[src/rtl/hls_mon_pkg.sv]
// Shared types and helpers for the HLS pipelined-loop activity monitor.
// Helpers work on a fixed wide vector; callers zero-extend narrower operands.
package hls_mon_pkg;

  localparam int CNT_W_DEF = 32;
  localparam int WIDE_W    = 64;

  typedef enum logic {
    IDLE = 1'b0,
    RUN  = 1'b1
  } loop_state_e;

  // Increment that sticks at the all-ones value of a w-bit counter.
  function automatic logic [WIDE_W-1:0] sat_inc(input logic [WIDE_W-1:0] v,
                                                input int unsigned w);
    logic [WIDE_W-1:0] max_v;
    max_v = (w >= WIDE_W) ? '1 : ((WIDE_W'(1) << w) - WIDE_W'(1));
    return (v >= max_v) ? max_v : v + WIDE_W'(1);
  endfunction

  function automatic logic onehot_hit(input logic [WIDE_W-1:0] s,
                                      input logic [WIDE_W-1:0] x);
    return |(s & x);
  endfunction

endpackage

[src/rtl/sat_counter.sv]
// Saturating event counter with synchronous clear and a hold (freeze) input.
module sat_counter
  import hls_mon_pkg::*;
#(
  parameter int W = CNT_W_DEF
) (
  input  logic         clock,
  input  logic         clear,
  input  logic         freeze,
  input  logic         inc,
  output logic [W-1:0] count
);

  logic [WIDE_W-1:0] next_wide;

  always_comb next_wide = sat_inc(WIDE_W'(count), W);

  always_ff @(posedge clock) begin
    if (clear) begin
      count <= '0;
    end else if (!freeze && inc) begin
      count <= next_wide[W-1:0];
    end
  end

endmodule

[src/rtl/hls_pp_loop_activity_monitor.sv]
// Passive monitor for an HLS block with one pipelined loop: handshake tracking,
// loop entry/exit FSM, iteration/stall counters, and a finish-triggered freeze.
module hls_pp_loop_activity_monitor
  import hls_mon_pkg::*;
#(
  parameter int STATE_W = 50,
  parameter int N_POST  = 8,
  parameter int CNT_W   = CNT_W_DEF
) (
  input  logic                      clock,
  input  logic                      reset,
  input  logic                      ap_start,
  input  logic                      ap_ready,
  input  logic                      ap_done,
  input  logic                      ap_continue,
  input  logic                      finish,
  input  logic [STATE_W-1:0]        cur_state,
  input  logic [STATE_W-1:0]        pre_loop_state,
  input  logic [N_POST*STATE_W-1:0] post_loop_state,
  input  logic [N_POST-1:0]         post_states_valid,
  input  logic [STATE_W-1:0]        iter_start_state,
  input  logic                      iter_start_enable,
  input  logic                      iter_start_block,
  input  logic [STATE_W-1:0]        iter_end_state,
  input  logic                      iter_end_enable,
  input  logic                      iter_end_block,
  input  logic [STATE_W-1:0]        loop_quit_state,
  input  logic                      quit_at_end,
  output logic                      mod_busy,
  output logic                      loop_active,
  output logic [CNT_W-1:0]          trans_cnt,
  output logic [CNT_W-1:0]          done_cnt,
  output logic [CNT_W-1:0]          busy_cycles,
  output logic [CNT_W-1:0]          loop_cnt,
  output logic [CNT_W-1:0]          iter_start_cnt,
  output logic [CNT_W-1:0]          iter_end_cnt,
  output logic [CNT_W-1:0]          in_flight,
  output logic [CNT_W-1:0]          stall_cycles,
  output logic                      frozen,
  output logic                      dump_valid
);

  logic [STATE_W-1:0] prev_state;
  loop_state_e        state_q, state_d;
  logic               dump_done;

  logic ready_seen;
  logic start_ev, done_ev;
  logic in_start, in_end, was_pre, was_quit, post_hit;
  logic entry_ev, exit_ev;
  logic iter_start_ev, iter_end_ev, stall_ev;
  logic [STATE_W-1:0] quit_sel;

  // ap_ready only qualifies the handshake; it never feeds a counter.
  assign ready_seen = ap_ready;

  // A done while busy frees the slot, so a start in that same cycle is a
  // back-to-back transaction rather than a start that is ignored.
  assign done_ev  = ap_done & ap_continue & mod_busy;
  assign start_ev = ap_start & (~mod_busy | done_ev);

  assign quit_sel = quit_at_end ? iter_end_state : loop_quit_state;
  assign in_start = onehot_hit(WIDE_W'(cur_state), WIDE_W'(iter_start_state));
  assign in_end   = onehot_hit(WIDE_W'(cur_state), WIDE_W'(iter_end_state));
  assign was_pre  = onehot_hit(WIDE_W'(prev_state), WIDE_W'(pre_loop_state));
  assign was_quit = onehot_hit(WIDE_W'(prev_state), WIDE_W'(quit_sel));

  always_comb begin
    post_hit = 1'b0;
    for (int k = 0; k < N_POST; k++) begin
      if (post_states_valid[k] &&
          onehot_hit(WIDE_W'(cur_state),
                     WIDE_W'(post_loop_state[k*STATE_W +: STATE_W]))) begin
        post_hit = 1'b1;
      end
    end
  end

  // Entry is only legal from IDLE and exit only from RUN, so a cycle that
  // qualifies for both while running resolves as an exit.
  always_comb begin
    state_d  = state_q;
    entry_ev = 1'b0;
    exit_ev  = 1'b0;
    case (state_q)
      IDLE: begin
        if (in_start && was_pre) begin
          state_d  = RUN;
          entry_ev = 1'b1;
        end
      end
      RUN: begin
        if (was_quit && post_hit) begin
          state_d = IDLE;
          exit_ev = 1'b1;
        end
      end
      default: state_d = IDLE;
    endcase
  end

  assign loop_active   = (state_q == RUN);
  assign iter_start_ev = loop_active & in_start & iter_start_enable & ~iter_start_block;
  assign iter_end_ev   = loop_active & in_end & iter_end_enable & ~iter_end_block;
  assign stall_ev      = loop_active & (iter_start_block | iter_end_block);

  always_ff @(posedge clock) begin
    if (reset) begin
      state_q    <= IDLE;
      prev_state <= '0;
      mod_busy   <= 1'b0;
    end else if (!frozen) begin
      state_q    <= state_d;
      prev_state <= cur_state;
      if (start_ev) begin
        mod_busy <= 1'b1;
      end else if (done_ev) begin
        mod_busy <= 1'b0;
      end
    end
  end

  // Balance of issued vs retired iterations, floored at zero.
  always_ff @(posedge clock) begin
    if (reset) begin
      in_flight <= '0;
    end else if (!frozen) begin
      if (iter_start_ev && !iter_end_ev) begin
        if (!(&in_flight)) begin
          in_flight <= in_flight + CNT_W'(1);
        end
      end else if (!iter_start_ev && iter_end_ev && (in_flight != '0)) begin
        in_flight <= in_flight - CNT_W'(1);
      end
    end
  end

  always_ff @(posedge clock) begin
    if (reset) begin
      frozen     <= 1'b0;
      dump_valid <= 1'b0;
      dump_done  <= 1'b0;
    end else begin
      if (finish) begin
        frozen <= 1'b1;
      end
      dump_valid <= frozen & ~dump_done;
      dump_done  <= dump_done | frozen;
    end
  end

  sat_counter #(.W(CNT_W)) u_trans_cnt (
    .clock(clock), .clear(reset), .freeze(frozen), .inc(start_ev), .count(trans_cnt)
  );

  sat_counter #(.W(CNT_W)) u_done_cnt (
    .clock(clock), .clear(reset), .freeze(frozen), .inc(done_ev), .count(done_cnt)
  );

  sat_counter #(.W(CNT_W)) u_busy_cycles (
    .clock(clock), .clear(reset), .freeze(frozen), .inc(mod_busy), .count(busy_cycles)
  );

  sat_counter #(.W(CNT_W)) u_loop_cnt (
    .clock(clock), .clear(reset), .freeze(frozen), .inc(entry_ev), .count(loop_cnt)
  );

  sat_counter #(.W(CNT_W)) u_iter_start_cnt (
    .clock(clock), .clear(reset), .freeze(frozen), .inc(iter_start_ev), .count(iter_start_cnt)
  );

  sat_counter #(.W(CNT_W)) u_iter_end_cnt (
    .clock(clock), .clear(reset), .freeze(frozen), .inc(iter_end_ev), .count(iter_end_cnt)
  );

  sat_counter #(.W(CNT_W)) u_stall_cycles (
    .clock(clock), .clear(reset), .freeze(frozen), .inc(stall_ev), .count(stall_cycles)
  );

  logic unused_ok;
  assign unused_ok = ready_seen ^ exit_ev;

endmodule

[config.mk]
export PLATFORM = sky130hd
export DESIGN_NAME = hls_pp_loop_activity_monitor
export DESIGN_NICKNAME = d
export VERILOG_FILES = /design/src/rtl/hls_mon_pkg.sv /design/src/rtl/sat_counter.sv /design/src/rtl/hls_pp_loop_activity_monitor.sv
export SDC_FILE = /design/constraint.sdc
export NUM_CORES = 1
export LEC_CHECK = 0
export ABC_AREA = 1
export CAP_MARGIN = 10
export CELL_PAD_IN_SITES_DETAIL_PLACEMENT = 0
export CELL_PAD_IN_SITES_GLOBAL_PLACEMENT = 1
export CORE_AREA = 4 4 361 363
export DETAILED_ROUTE_END_ITERATION = 10
export DIE_AREA = 0 0 365 367
export MAX_ROUTING_LAYER = met4
export PLACE_DENSITY_LB_ADDON = 0.05
export SYNTH_ARGS = -nofsm -noshare
export SYNTH_HDL_FRONTEND = slang
export SYNTH_SLANG_ARGS = --single-unit
[constraint.sdc]
create_clock -name clock -period 3.5 [get_ports clock]
set_input_delay 0.525 -clock clock [delete_from_list [all_inputs] [get_ports clock]]
set_output_delay 0.525 -clock clock [all_outputs]
set_load 0.03 [all_outputs]
Word-level counts from Yosys, hierarchy flattened

Index checks and enable logic that the tools add are counted.
W data, S select, Z words.

Bits in registers: 311
Logic and storage cells: 129
Input port bits: 670
Output and inout bits: 260

Add/subtract/negate cells: 9
Reductions and logical operators: 41
$lt $le $gt $ge: 7
Multiplexer cells: 25
Bitwise operators: 32
Equality and inequality tests: 1

Operator list:

| cell                    | number |
|---|---|
| $reduce_or A64 Y1       | 12 |
| $and A50 B50 Y50        | 12 |
| $mux W32                | 10 |
| $add A32 B1 Y32 const B | 8 |
| $ge A32 B32 Y1 const B  | 7 |
| $mux W50                | 1 |
| $reduce_and A32 Y1      | 1 |
| $reduce_bool A32 Y1     | 1 |
| $sub A32 B1 Y32 const B | 1 |
| $logic_and A1 B1 Y1     | 20 |
| $mux W1                 | 13 |
| $and A1 B1 Y1           | 11 |
| $not A1 Y1              | 6 |
| $reduce_bool A2 Y1      | 2 |
| $logic_not A1 Y1        | 3 |
| $or A1 B1 Y1            | 3 |
| $reduce_and A3 Y1       | 1 |
| $ne A2 B2 Y1 const B    | 1 |
| $pmux W1 S2             | 1 |
| $reduce_and A2 Y1       | 1 |

Logic depth before layout (Yosys ltp)

Depth in word-level cells: 14
Mapped depth: 26
Gate-level depth less buffers: 25

Cells and area by module

A second synthesis with hierarchy kept.

Cells, all modules: 3971
Area, all modules: 23881.7 um2

Modules (own cells, without submodules):

| module                       | area an instance (um2) | seq. area each (um2) | times used | cells an instance |
|---|---|---|---|---|
| sat_counter                  | 1918.1                 | 640.6                | 7          | 286 |
| hls_pp_loop_activity_monitor | 10455.0                | 1741.7               | 1          | 1969 |

Worst setup path after synthesis

No wires, ideal clock.

Kind: input-to-reg
From: input port cur_state[46]
To: register in_flight[30]
Data arrival time: 3.076 ns
Stages: 22
Setup time: 0.065 ns
Buffers on the path: 1
Required time: 3.435 ns
Setup slack: 0.359 ns
Path through: buf_6 -> nand2_1 -> nand2_1 -> nor2_1 -> nand2_1 -> nor2_1 -> nand2_1 -> nor2_4 -> nor2_4 -> nand2_4 -> inv_2 -> fa_1 -> inv_1 -> nand3_1 -> nand2_1 -> a21oi_1 -> o21ai_0 -> nand3_1 -> nand2_1 -> xor2_1 -> nor2_1 -> nor2_1

Longest elaborated chain between the ends: 10
Elaborated cells on any way between the ends: 19
Classes of those cells: 1 x eq/ne; 1 x mux; 8 x bitwise; 9 x reduce/logical

Ends and longest elaborated chain:

| what                              | line                                | source |
|---|---|---|
| from (decl)                       | hls_pp_loop_activity_monitor.sv:17  | `input logic [STATE_W-1:0] cur_state,` |
| $and A50 B50 Y50                  | hls_mon_pkg.sv:23                   | `return \|(s & x);` |
| $reduce_or A64 Y1                 | hls_mon_pkg.sv:23                   |  |
| $and A1 B1 Y1 (3 in series)       | hls_pp_loop_activity_monitor.sv:103 | `assign iter_start_ev = loop_active & in_start & iter_start_enable & ~iter_start_block;` |
| $logic_not A1 Y1                  | hls_pp_loop_activity_monitor.sv:132 | `end else if (!iter_start_ev && iter_end_ev && (in_flight != '0)) begin` |
| $logic_and A1 B1 Y1 (2 in series) | hls_pp_loop_activity_monitor.sv:132 |  |
| $reduce_bool A2 Y1 (no line)      | --                                  |  |
| $reduce_and A3 Y1 (no line)       | --                                  |  |
| to (signal assigned)              | hls_pp_loop_activity_monitor.sv:130 | `in_flight <= in_flight + CNT_W'(1);` |
| to (signal assigned)              | hls_pp_loop_activity_monitor.sv:133 | `in_flight <= in_flight - CNT_W'(1);` |
| to (decl)                         | hls_pp_loop_activity_monitor.sv:37  | `output logic [CNT_W-1:0] in_flight,` |

Several ways; a longest one is shown, not always the timed one.
A chain may end at the register's enable or synchronous reset.

Final worst setup path

From: input port cur_state[43]
To: register in_flight[22]

Same word-level chain as after synthesis.

==> reports/metrics.cfg <==
[run_status]
outcome=complete, no violations

[routing]
drc=0
wl_mm=179
first_pass_iters=7
ant_nets=0
routedWlPerCell_um=27.0
drtIter0Drc=2091
via_per_inst=4.52
vias=30100

[die]
start_util_pct=18.0
core_area_mm2=0.127
ios=930
rows=131
die_y_um=367
die_x_um=365
dieArea_mm2=0.134

[place]
portBuffers=928
hpwl_mm=149
dpl-instance-area_mm2=0.0359
gp_congestion=0.894
dp.cells=6518
place_ws_ps=-1110

[setup_path]
slowest_stage=clkdlybuf4s50_1
crit_chain=clkdlybuf4s50_1 > nand2_1 > nand2_1 > inv_1 > nand2_2 > nor2_1 > nand2_1 > nor2_4 > nand2_4 > nand2_8 > nand2_8 > clkbuf_16 > ha_4 > nand2_1 > buf_4 > nor2_1 > inv_1 > nor2_1 > a21oi_2 > xor2_1 > nand2_1 > nand2_1 > nor2_1
cp_top_family=simple AND/OR/NAND/NOR gates
worst_ep_required_time_ps=4010
cp_max_fo=8
path_class=primary input to flop
crit_path_end_kind=flop
critPathBufInv=5
setup.worst_path.start_class=primary input
crit_arrival_ps=3910
slowest_delay_ps=540
path_common_cell=nand2_1

[sta]
fin_skew_ps=35.0
period_minus_slack_ps=3400
slew_headroom_pct=35.4
hold_ws_ps=426
finalMaxSlewViolations=0
fin_tns_setup_ps=0
hold_viol=0
max_freq_mhz=294
fin_crit_sh_pct=97.1
final-setup-viol-count=0
worst_pin_slew_ps=969
setup_ws_ps=101

[clock_tree]
clk_latency_ps=620
numCtsBuffers=46
clock-root-buffer=clkbuf_16
cts_tree=built
ctsHoldBuffers=0
clk_pin_slew_worst_paths_ps=50
htreeDepth=2
cts_sinks=311
clk_path_buf_depth=3

[global_route]
grt_pass1_wl_mm=242
overflow=0
antenna_found_initial=54
grt_max_degree=176
grt_pass1_vias=30100
grtUsageTotal_pct=26.2

[yosys]
syn_avg_cell_area_um2=6.06
yosysTopAreaCell=dfxtp_1
synth_fp_nets=4481
synth_edf_count=0
async_reset_ff_share_pct=0
synth-seq-area-share_pct=27.2
synth_seq_cells=311
yosysTopAreaCellShare_pct=27.2
yosysUniqueCellTypes=55
synth_warnings=0
synth_area_leaders=dfxtp_1, nand2_1, nor2_1
ys.flop_type=dfxtp_1
netlist_area_mm2=0.0229
synth_cells=3773

[layout]
fin_cells=6644
final_area_mm2=0.0382
drive_gt1_share_pct=11.9
nNetsFinal=5623
syn_to_final_growth_pct=67.3

[flow_run]
maxCapViolCount=0

[power_and_ir_drop]
max-vdd-ir-drop_v=0.000284
leakage_nw=14.9
power_density_mw_per_mm2=327

[worst_hold_path]
hold_class=flop to flop

final timing paths:
path                                 endpoint  slack [ps]  depth (start not counted)           from
worst max-delay path            in_flight[22]         100                         23  cur_state[43]
worst min register to register     dump_valid         430                          1      dump_done
worst max register to register  in_flight[31]         380                         17    loop_active
worst min-delay path               dump_valid         430                          1      dump_done
cell type report:
class	count	area, um2
Fill cell	14200	88800
Multi-Input combinational cell	3064	15400
Timing Repair Buffer	1240	11800
Sequential cell	311	6230
Tap cell	1662	2080
Clock buffer	68	1370
Inverter	252	950
Clock inverter	16	249
Antenna cell	31	77.6
metrics by stage:
step           utilization (%)  total power (W)
2_1_floorplan                -          0.00521
3_5_place_dp              28.3          0.00736
5_1_grt                   30.1           0.0132
3_3_place_gp              28.3          0.00739
6_report                  30.1           0.0125
4_1_cts                   29.6           0.0126
kinds of logic after synthesis:
logic type                 count (synthesis)  synth area share, %
buffers and inverters                    400                 7.35
DFF                                      311                 27.2
adders and majority gates                 38                 2.11
xor gates and xnor gates                 186                 7.13
AOI/OAI and AO/OA                        593                 13.7
and+or+nand+nor                         2245                 42.4
cell usage in the layout (no fill, tap or decap), types with 7 or more instances in the layout:
| cell | count |
|---|---|
| clkbuf_8 | 15 |
| or2_2 | 19 |
| nand2_4 | 7 |
| nor2_4 | 22 |
| a21oi_2 | 17 |
| nor3_1 | 93 |
| dfxtp_1 | 310 |
| clkinv_2 | 9 |
| a31oi_1 | 21 |
| nor2_2 | 32 |
| nor3_2 | 13 |
| a21oi_1 | 250 |
| nand2_1 | 1236 |
| nand3_1 | 125 |
| o22ai_1 | 13 |
| clkdlybuf4s50_1 | 905 |
| clkbuf_1 | 8 |
| o21a_1 | 11 |
| xnor2_1 | 54 |
| buf_4 | 296 |
| nor4_1 | 34 |
| o21ai_0 | 222 |
| ha_4 | 17 |
| nand2_2 | 20 |
| nand3b_1 | 7 |
| dlygate4sd2_1 | 7 |
| inv_2 | 21 |
| diode_2 | 31 |
| clkbuf_16 | 48 |
| buf_12 | 12 |
| dlymetal6s2s_1 | 14 |
| inv_1 | 228 |
| xor2_1 | 132 |
| o21ai_1 | 27 |
| ha_1 | 19 |
| nor2_1 | 485 |
| nand4_1 | 121 |
cells in the mapped netlist, types with 62 or more instances:
cell and number:
clkbuf_1 62, nand2_1 1249, nand4_1 121, o21ai_0 231, a21oi_1 262, dfxtp_1 311
nor2_1 505, inv_1 234, buf_2 64, nand3_1 126, nor3_1 95, xor2_1 132
registers in the layout, summed over array words and instances (netlist names), 32 cells and up:
signal / cells
in_flight: 32
u_iter_end_cnt.count: 32
u_busy_cycles.count: 32
u_stall_cycles.count: 32
u_done_cnt.count: 32
u_iter_start_cnt.count: 32
prev_state: 50
u_loop_cnt.count: 32
u_trans_cnt.count: 32
routing by layer:
| layer | routed length [um] | track usage [%] |
|---|---|---|
| met5 | 0 | - |
| met4 | 4620 | 6.58 |
| met3 | 13600 | 6.00 |
| met2 | 82700 | 42.5 |
| met1 | 78100 | 32.9 |
timing repair:
action,CTS,global route
cloned,0,4
pin swaps,2,21
endpoints found under the setup margin,25,23
gates resized for setup,18,100
buffers inserted,0,7
power breakdown:
group / internal (W) / switching (W)
clock: 0.00309 / 0.00197
combinational: 0.00173 / 0.00195
sequential: 0.00363 / 0.000142
Note: power is estimated with default switching activity, not from simulation.
